**config.mk**
```make
export PLATFORM = sky130hd
export DESIGN_NAME = program_loader
export DESIGN_NICKNAME = d
export VERILOG_FILES = /design/src/rtl/loader_pkg.sv /design/src/rtl/key_debounce.sv /design/src/rtl/program_loader.sv
export SDC_FILE = /design/constraint.sdc
export NUM_CORES = 1
export LEC_CHECK = 0
export ABC_AREA = 1
export CORE_MARGIN = 2
export CORE_UTILIZATION = 30
export DETAILED_ROUTE_END_ITERATION = 10
export PLACE_DENSITY = 0.49
export SLEW_MARGIN = 20
export SYNTH_ARGS = -nofsm -noshare
export SYNTH_HDL_FRONTEND = slang
export SYNTH_SLANG_ARGS = --single-unit
```
**constraint.sdc**
```tcl
create_clock -name CLK -period 9.5 [get_ports CLK]
set_input_delay 1.9 -clock CLK [delete_from_list [all_inputs] [get_ports CLK]]
set_output_delay 1.9 -clock CLK [all_outputs]
set_load 0.01 [all_outputs]
```
**src/rtl/loader_pkg.sv**
```systemverilog
// ============================================================================
// Module : loader_pkg
// Brief  : Shared state encoding and default widths for program_loader.
// Rev    : 1.0  initial release
// ============================================================================
`default_nettype none

package loader_pkg;

  typedef enum logic [1:0] {
    LOAD  = 2'd0,
    WRITE = 2'd1,
    RUN   = 2'd2
  } loader_state_t;

  localparam int DEFAULT_ADDR_W = 8;
  localparam int DEFAULT_DATA_W = 16;

endpackage

`default_nettype wire

```
**src/rtl/key_debounce.sv**
```systemverilog
// ============================================================================
// Module : key_debounce
// Brief  : Two-flop synchroniser plus stability counter for one raw active-low
//          key; emits a single-cycle pulse on each debounced press.
// Rev    : 1.0  initial release
// ============================================================================
`default_nettype none

module key_debounce #(
  parameter int DEBOUNCE_CYCLES = 500000
) (
  input  logic CLK,
  input  logic Reset,
  input  logic key_n,
  output logic level,
  output logic press
);

  localparam int CNT_W = (DEBOUNCE_CYCLES > 1) ? $clog2(DEBOUNCE_CYCLES + 1) : 1;

  logic             sync1;
  logic             sync2;
  logic [CNT_W-1:0] cnt;

  // cnt tracks how many consecutive synchronised samples disagree with level
  always_ff @(posedge CLK or posedge Reset) begin
    if (Reset) begin
      sync1 <= 1'b1;
      sync2 <= 1'b1;
      level <= 1'b1;
      press <= 1'b0;
      cnt   <= '0;
    end else begin
      sync1 <= key_n;
      sync2 <= sync1;
      press <= 1'b0;
      if (sync2 == level) begin
        cnt <= '0;
      end else if (cnt == CNT_W'(DEBOUNCE_CYCLES - 1)) begin
        level <= sync2;
        press <= ~sync2;
        cnt   <= '0;
      end else begin
        cnt <= cnt + 1'b1;
      end
    end
  end

endmodule

`default_nettype wire

```
**src/rtl/program_loader.sv**
```systemverilog
// ============================================================================
// Module : program_loader
// Brief  : Loads switch words into processor memory under key control and
//          holds the processor in reset until released to run.
//          Optional running checksum when LOADER_CHECKSUM_EN is defined.
// Rev    : 1.0  initial release
// ============================================================================
`default_nettype none

module program_loader
  import loader_pkg::*;
#(
  parameter int ADDR_W          = DEFAULT_ADDR_W,
  parameter int DATA_W          = DEFAULT_DATA_W,
  parameter int DEBOUNCE_CYCLES = 500000
) (
  input  logic              CLK,
  input  logic              Reset,
  input  logic [DATA_W-1:0] sw_data,
  input  logic              key_addr_n,
  input  logic              key_load_n,
  input  logic              key_run_n,
  output logic              wr_valid,
  output logic [ADDR_W-1:0] wr_addr,
  output logic [DATA_W-1:0] wr_data,
  input  logic              wr_ready,
  output logic [ADDR_W-1:0] next_addr,
  output logic              hold_proc,
  output logic              busy,
  output logic [ADDR_W:0]   words_loaded,
  output logic [DATA_W-1:0] checksum
);

  localparam int KEY_ADDR = 0;
  localparam int KEY_LOAD = 1;
  localparam int KEY_RUN  = 2;

  logic [2:0]    keys_n;
  logic [2:0]    press;
  logic [2:0]    key_level_unused;
  loader_state_t state;
  logic          accept;

  assign keys_n = {key_run_n, key_load_n, key_addr_n};
  assign accept = (state == WRITE) && wr_ready;

  generate
    for (genvar k = 0; k < 3; k++) begin : g_key
      key_debounce #(
        .DEBOUNCE_CYCLES (DEBOUNCE_CYCLES)
      ) u_key_debounce (
        .CLK   (CLK),
        .Reset (Reset),
        .key_n (keys_n[k]),
        .level (key_level_unused[k]),
        .press (press[k])
      );
    end
  endgenerate

  always_ff @(posedge CLK or posedge Reset) begin
    if (Reset) begin
      state        <= LOAD;
      wr_valid     <= 1'b0;
      wr_addr      <= '0;
      wr_data      <= '0;
      next_addr    <= '0;
      hold_proc    <= 1'b1;
      busy         <= 1'b0;
      words_loaded <= '0;
    end else begin
      case (state)
        LOAD: begin
          if (press[KEY_LOAD]) begin
            wr_addr  <= next_addr;
            wr_data  <= sw_data;
            wr_valid <= 1'b1;
            busy     <= 1'b1;
            state    <= WRITE;
          end else if (press[KEY_ADDR]) begin
            next_addr <= sw_data[ADDR_W-1:0];
          end else if (press[KEY_RUN]) begin
            hold_proc <= 1'b0;
            state     <= RUN;
          end
        end
        // Key pulses are deliberately dropped here; the request stays put
        // until memory accepts it.
        WRITE: begin
          if (wr_ready) begin
            wr_valid  <= 1'b0;
            busy      <= 1'b0;
            next_addr <= next_addr + 1'b1;
            if (!words_loaded[ADDR_W]) begin
              words_loaded <= words_loaded + 1'b1;
            end
            state <= LOAD;
          end
        end
        RUN: begin
          if (press[KEY_RUN]) begin
            hold_proc <= 1'b1;
            state     <= LOAD;
          end
        end
        default: begin
          state <= LOAD;
        end
      endcase
    end
  end

`ifdef LOADER_CHECKSUM_EN
  logic [DATA_W-1:0] sum;

  always_ff @(posedge CLK or posedge Reset) begin
    if (Reset) begin
      sum <= '0;
    end else if (accept) begin
      sum <= sum + wr_data;
    end
  end

  assign checksum = sum;
`else
  logic accept_unused;

  assign accept_unused = accept;
  assign checksum      = '0;
`endif

endmodule

`default_nettype wire
```
# [Yosys cells after proc, flatten, opt, wreduce, memory -nomap -nowiden]
# Index checks and enable logic that the tools add are counted.
[op_classes] addsub=5 n_mul=0 div=0 n_lt_le_gt_ge=0 eq_ne=17 n_shift=0 mux=31 bitwise=7 n_reduce_logical=13
[ops] operator="$mux 19" count=6
[ops] operator="$add 19x1->19 const B" count=3
[ops] operator="$eq 19x19->1 const B" count=3
[ops] operator="$mux 8" count=3
[ops] operator="$pmux 8 s2" count=1
[ops] operator="$mux 1" count=12
[ops] operator="$mux 2" count=5
[ops] operator="$reduce_and 2->1" count=5
[ops] operator="$add 9x1->9 const B" count=1
[ops] operator="$mux 9" count=1
[ops] operator="$add 8x1->8 const B" count=1
[ops] operator="$ne 2x1->1 const B" count=4
[ops] operator="$reduce_and 4->1" count=2
[ops] operator="$not 1->1" count=7
[ops] operator="$ne 2x2->1 const B" count=3
[ops] operator="$pmux 2 s3" count=1
[ops] operator="$reduce_and 3->1" count=2
[ops] operator="$reduce_and 5->1" count=1
[ops] operator="$pmux 1 s2" count=2
[ops] operator="$reduce_bool 2->1" count=2
[ops] operator="$eq 1x1->1" count=3
[ops] operator="$ne 3x1->1 const B" count=1
[ops] operator="$ne 3x2->1 const B" count=1
[ops] operator="$eq 2x1->1 const B" count=1
[ops] operator="other kinds (2)" count=2
[totals] register_bits=114 latchBits=0 ram_bits=0 romBits=0 in_bits=22 word_cells=96 mem_count=0

# [Depth between registers and ports, before layout]
[logic_depth] depth_word=4 ltp_mapped=9 depth_no_buf=9

# [Cells and area by module]
# Synthesis repeated with hierarchy kept, for this count alone.
[hier_totals] cells_unflattened=756 hier_area_um2=6119.6
[by_module_without_submodules] mod="key_debounce" n_inst=3 cells_each=158 area_each_um2=1271.2 seq_area_each_um2=579.3
[by_module_without_submodules] mod="program_loader" n_inst=1 cells_each=282 area_each_um2=2306.0 seq_area_each_um2=1127.3

# [Worst setup path after synthesis]
# OpenSTA, ideal clock, no wires.
[synth_timing] path_type="in2reg" from="input port wr_ready" to="register words_loaded[5]" setup_time_ps=79 arrival_time_ps=2480 required_ps=9421 setup_slack_ps=6940 path_stages=7 path_cell_list="inv_1 nor2_4 nand2_4 inv_6 nand2_4 nor2_2 xor2_1"
[synth_via] elab_chain_cells=1
[synth_lines] element="from (decl)" line_no="program_loader.sv:26" text="input logic wr_ready,"
[synth_lines] element="$reduce_and 3->1 (no source line)"
[synth_lines] element="to (signal assigned)" line_no="program_loader.sv:95" text="words_loaded <= words_loaded + 1'b1;"
[synth_lines] element="to (decl)" line_no="program_loader.sv:30" text="output logic [ADDR_W:0] words_loaded,"
# Every way passes these cells.
# A chain may end at the register's enable or synchronous reset.

# [Worst setup path in the final report]
[layout_timing] from="register hold_proc" to="output port hold_proc"
[layout_rtl] element="from (decl)" line_no="program_loader.sv:28" text="output logic hold_proc,"
[layout_rtl] element="from (signal assigned)" line_no="program_loader.sv:68" text="hold_proc <= 1'b1;"
[layout_rtl] element="from (signal assigned)" line_no="program_loader.sv:83" text="hold_proc <= 1'b0;"
[layout_rtl] element="from (signal assigned)" line_no="program_loader.sv:102" text="hold_proc <= 1'b1;"
# No word-level cell between the ends.

==> qor.csv <==
stage,metric,value,unit
outcome,status,finished clean,
synthesis,syn_area,6000,um2
synthesis,ys_seq_area_share,47.7,%
layout,nNetsFinal,827,
power,p_leak,3.20,nW
setup_path,critPathSlowestCell,clkdlybuf4s50_1,
setup_path,worstPathArrival,1500,ps
placed_design,dp_worst_setup_slack,5750,ps
clock_network,postCtsResizedCells,0,
synthesis,synth-async-reset-ratio,100,%
detailed_routing,drc_errors,0,
layout,layout_common_cells,"nand2_1, nor2_1, dfrtp_1, inv_1, clkdlybuf4s50_1",
placed_design,placed_cell_area,6880,um2
setup_path,crit_fanout,2,
floorplanning,dieArea,21100,um2
layout,final_util,38.6,%
layout,design_area,7530,um2
synthesis,ys.warnings.count,0,
layout,n_antenna_cell,0,
synthesis,synth_cells,724,
global_route,grt_max_degree,59,
min_path,hp-class,reg -> reg,
synthesis,synth-edff-count,0,
power,p_per_area,171,nW/um2
layout,final_layout_size_suffix_gt1_share,12.7,%
placed_design,place_congestion,0.802,
floorplanning,core,19500,um2
synthesis,synth_ff_type,dfrtp_1,
flow_run,drv.max_cap_violation_count,0,
global_route,antenna_found_initial,0,
detailed_routing,via_per_inst,4.31,
floorplanning,placementRows,51,
setup_path,path_buf_inv,1,
timing,relSlewSlack,44.5,%
clock_network,clock-sinks,114,
setup_path,crit_chain,clkdlybuf4s50_1,
placed_design,dp_hpwl,9.34,mm
setup_path,crit_type,reg -> out,
global_route,grt_overflow,0,
timing,hold_violations,0,
timing,max_freq,295,MHz
clock_network,cts_root_buf,clkbuf_16,
setup_path,critPathTopFamily,buffers and inverters,
layout,final_common_cell,nand2_1,
floorplanning,pin_count,82,
detailed_routing,wl,13.0,mm
synthesis,ys_types,37,
detailed_routing,drt_iter0_drc,314,
clock_network,postCtsSetupRepairBufs,0,
floorplanning,die_w,145,um
global_route,grt_pass1_vias,4573,
layout,synthToLayoutAreaGrowth,25.5,%
power,ir_drop,0.130,mV
placed_design,placement.io_buffers,65,
clock_network,max-clock-path-buffers,2,
detailed_routing,antenna_left,0,
floorplanning,die_height,145,um
timing,worstMarginPinSlew,829,ps
setup_path,critPathRequiredTime,7600,ps
floorplanning,initial_core_util,30.7,%
detailed_routing,num_vias,4648,
clock_network,htreeDepth,4,
setup_path,slowest_delay,560,ps
clock_network,clk_pin_slew,50,ps
setup_path,worstSetupStartpointType,flop,
timing,period_needed,3400,ps
detailed_routing,drtPass1Iterations,4,
clock_network,numCtsBuffers,17,
timing,rsz0062_at_grt,no,
timing,slew_violations,0,
timing,clock_skew,5.90,ps
timing,setup_viol,0,
clock_network,clock_latency,420,ps
timing,setup_slack,6100,ps
clock_network,cts_hold_buf,0,
setup_path,endpoint_kind,primary output,
clock_network,cts_tree,built,
timing,fin_crit_sh,35.7,%
synthesis,syn_avg_cell_area,8.29,um2
global_route,grt_usage,13.1,%
timing,setup_tns,0,ps
synthesis,ys_ff_latch,114,
detailed_routing,wl_per_cell,12.0,um
global_route,grt_pass1_wl,22.6,mm
-- cell type report --
type / instances / area (um2)
clock buffers: 23 / 478
clock inverters: 9 / 176
fillers: 2005 / 12000
inverters: 75 / 289
multi-input cells: 524 / 2720
flip-flops and latches: 114 / 2870
well taps: 265 / 332
repair buffers: 68 / 673
-- per-layer routing --
| metal | GRT usage, % | up-vias | share of wire (%) |
|---|---|---|---|
| li1 | - | 2401 | - |
| met1 | 17.5 | 2150 | 49 |
| met2 | 20.3 | 81 | 45 |
| met3 | 4.20 | 16 | 4.5 |
| met4 | 4.22 | 0 | 1.2 |
| met5 | 0 | - | 0 |
-- synthesized netlist by cell type, drive strengths merged (5+ instances only) --
library cell	instances	share of area, %
nor2	165	12
nand2	159	11
dfrtp	104	43
inv	75	4.8
nand3	44	3.8
o21ai	32	2.7
xor2	25	3.6
buf	24	3.0
mux2	16	3.8
a21oi	14	1.2
nand4	13	1.4
xnor2	11	1.7
dfstp	10	4.4
nor3	10	0.92
ha	5	1.0
-- power breakdown --
| part | switching [W] | leakage (nW) | internal (W) |
|---|---|---|---|
| Clock | 0.000222 | 0.317 | 0.000486 |
| Sequential | 0.0000109 | 1.48 | 0.000499 |
| Combinational | 0.0000362 | 1.40 | 0.0000317 |
| Total | 0.000269 | 3.20 | 0.00102 |
-- kinds of logic (layout without fill, tap and decap cells) --
| logic type | Yosys count | count (layout) | synth area share (%) |
|---|---|---|---|
| multiplexers | 16 | 16 | 3.75 |
| buffers and inverters | 101 | 175 | 7.86 |
| adder cells (fa/ha/maj) | 5 | 5 | 1.04 |
| AO/OA/AOI/OAI | 51 | 51 | 4.46 |
| other | 1 | 16 | 0.0625 |
| AND/OR/NAND/NOR | 400 | 400 | 29.7 |
| flip-flops | 114 | 114 | 47.7 |
| XOR/XNOR | 36 | 36 | 5.38 |
-- worst paths after layout --
| kind | startpoint | endpoint | slack, ps | depth (start not counted) |
|---|---|---|---|---|
| max in group asynchronous | Reset | next_addr[3] | 6320 | 3 |
| worst min register to register | g_key[0].u_key_debounce.sync1 | g_key[0].u_key_debounce.sync2 | 350 | 0 |
| worst max-delay path | hold_proc | hold_proc | 6100 | 1 |
| min in group asynchronous | Reset | g_key[1].u_key_debounce.cnt[11] | 1960 | 2 |
| worst max register to register | state[0] | wr_data[12] | 7800 | 3 |
| worst min-delay path | g_key[0].u_key_debounce.sync1 | g_key[0].u_key_debounce.sync2 | 350 | 0 |
-- sequential cells by signal, indices dropped and copies added, names as in the netlist --
name	flops
busy	1
g_key.u_key_debounce.cnt	57
g_key.u_key_debounce.level	3
g_key.u_key_debounce.press	3
g_key.u_key_debounce.sync1	3
g_key.u_key_debounce.sync2	3
hold_proc	1
next_addr	8
state	2
words_loaded	9
wr_addr	8
wr_data	16
-- metrics by stage --
step,instances,total power [W],hold WS [ps]
4_1_cts,1078,0.00130,355
5_1_grt,1078,0.00134,359
3_3_place_gp,1046,0.000587,346
6_report,1078,0.00129,353
2_1_floorplan,739,0.000556,345
3_5_place_dp,1046,0.000587,347
Note: power is estimated with default switching activity, not from simulation.
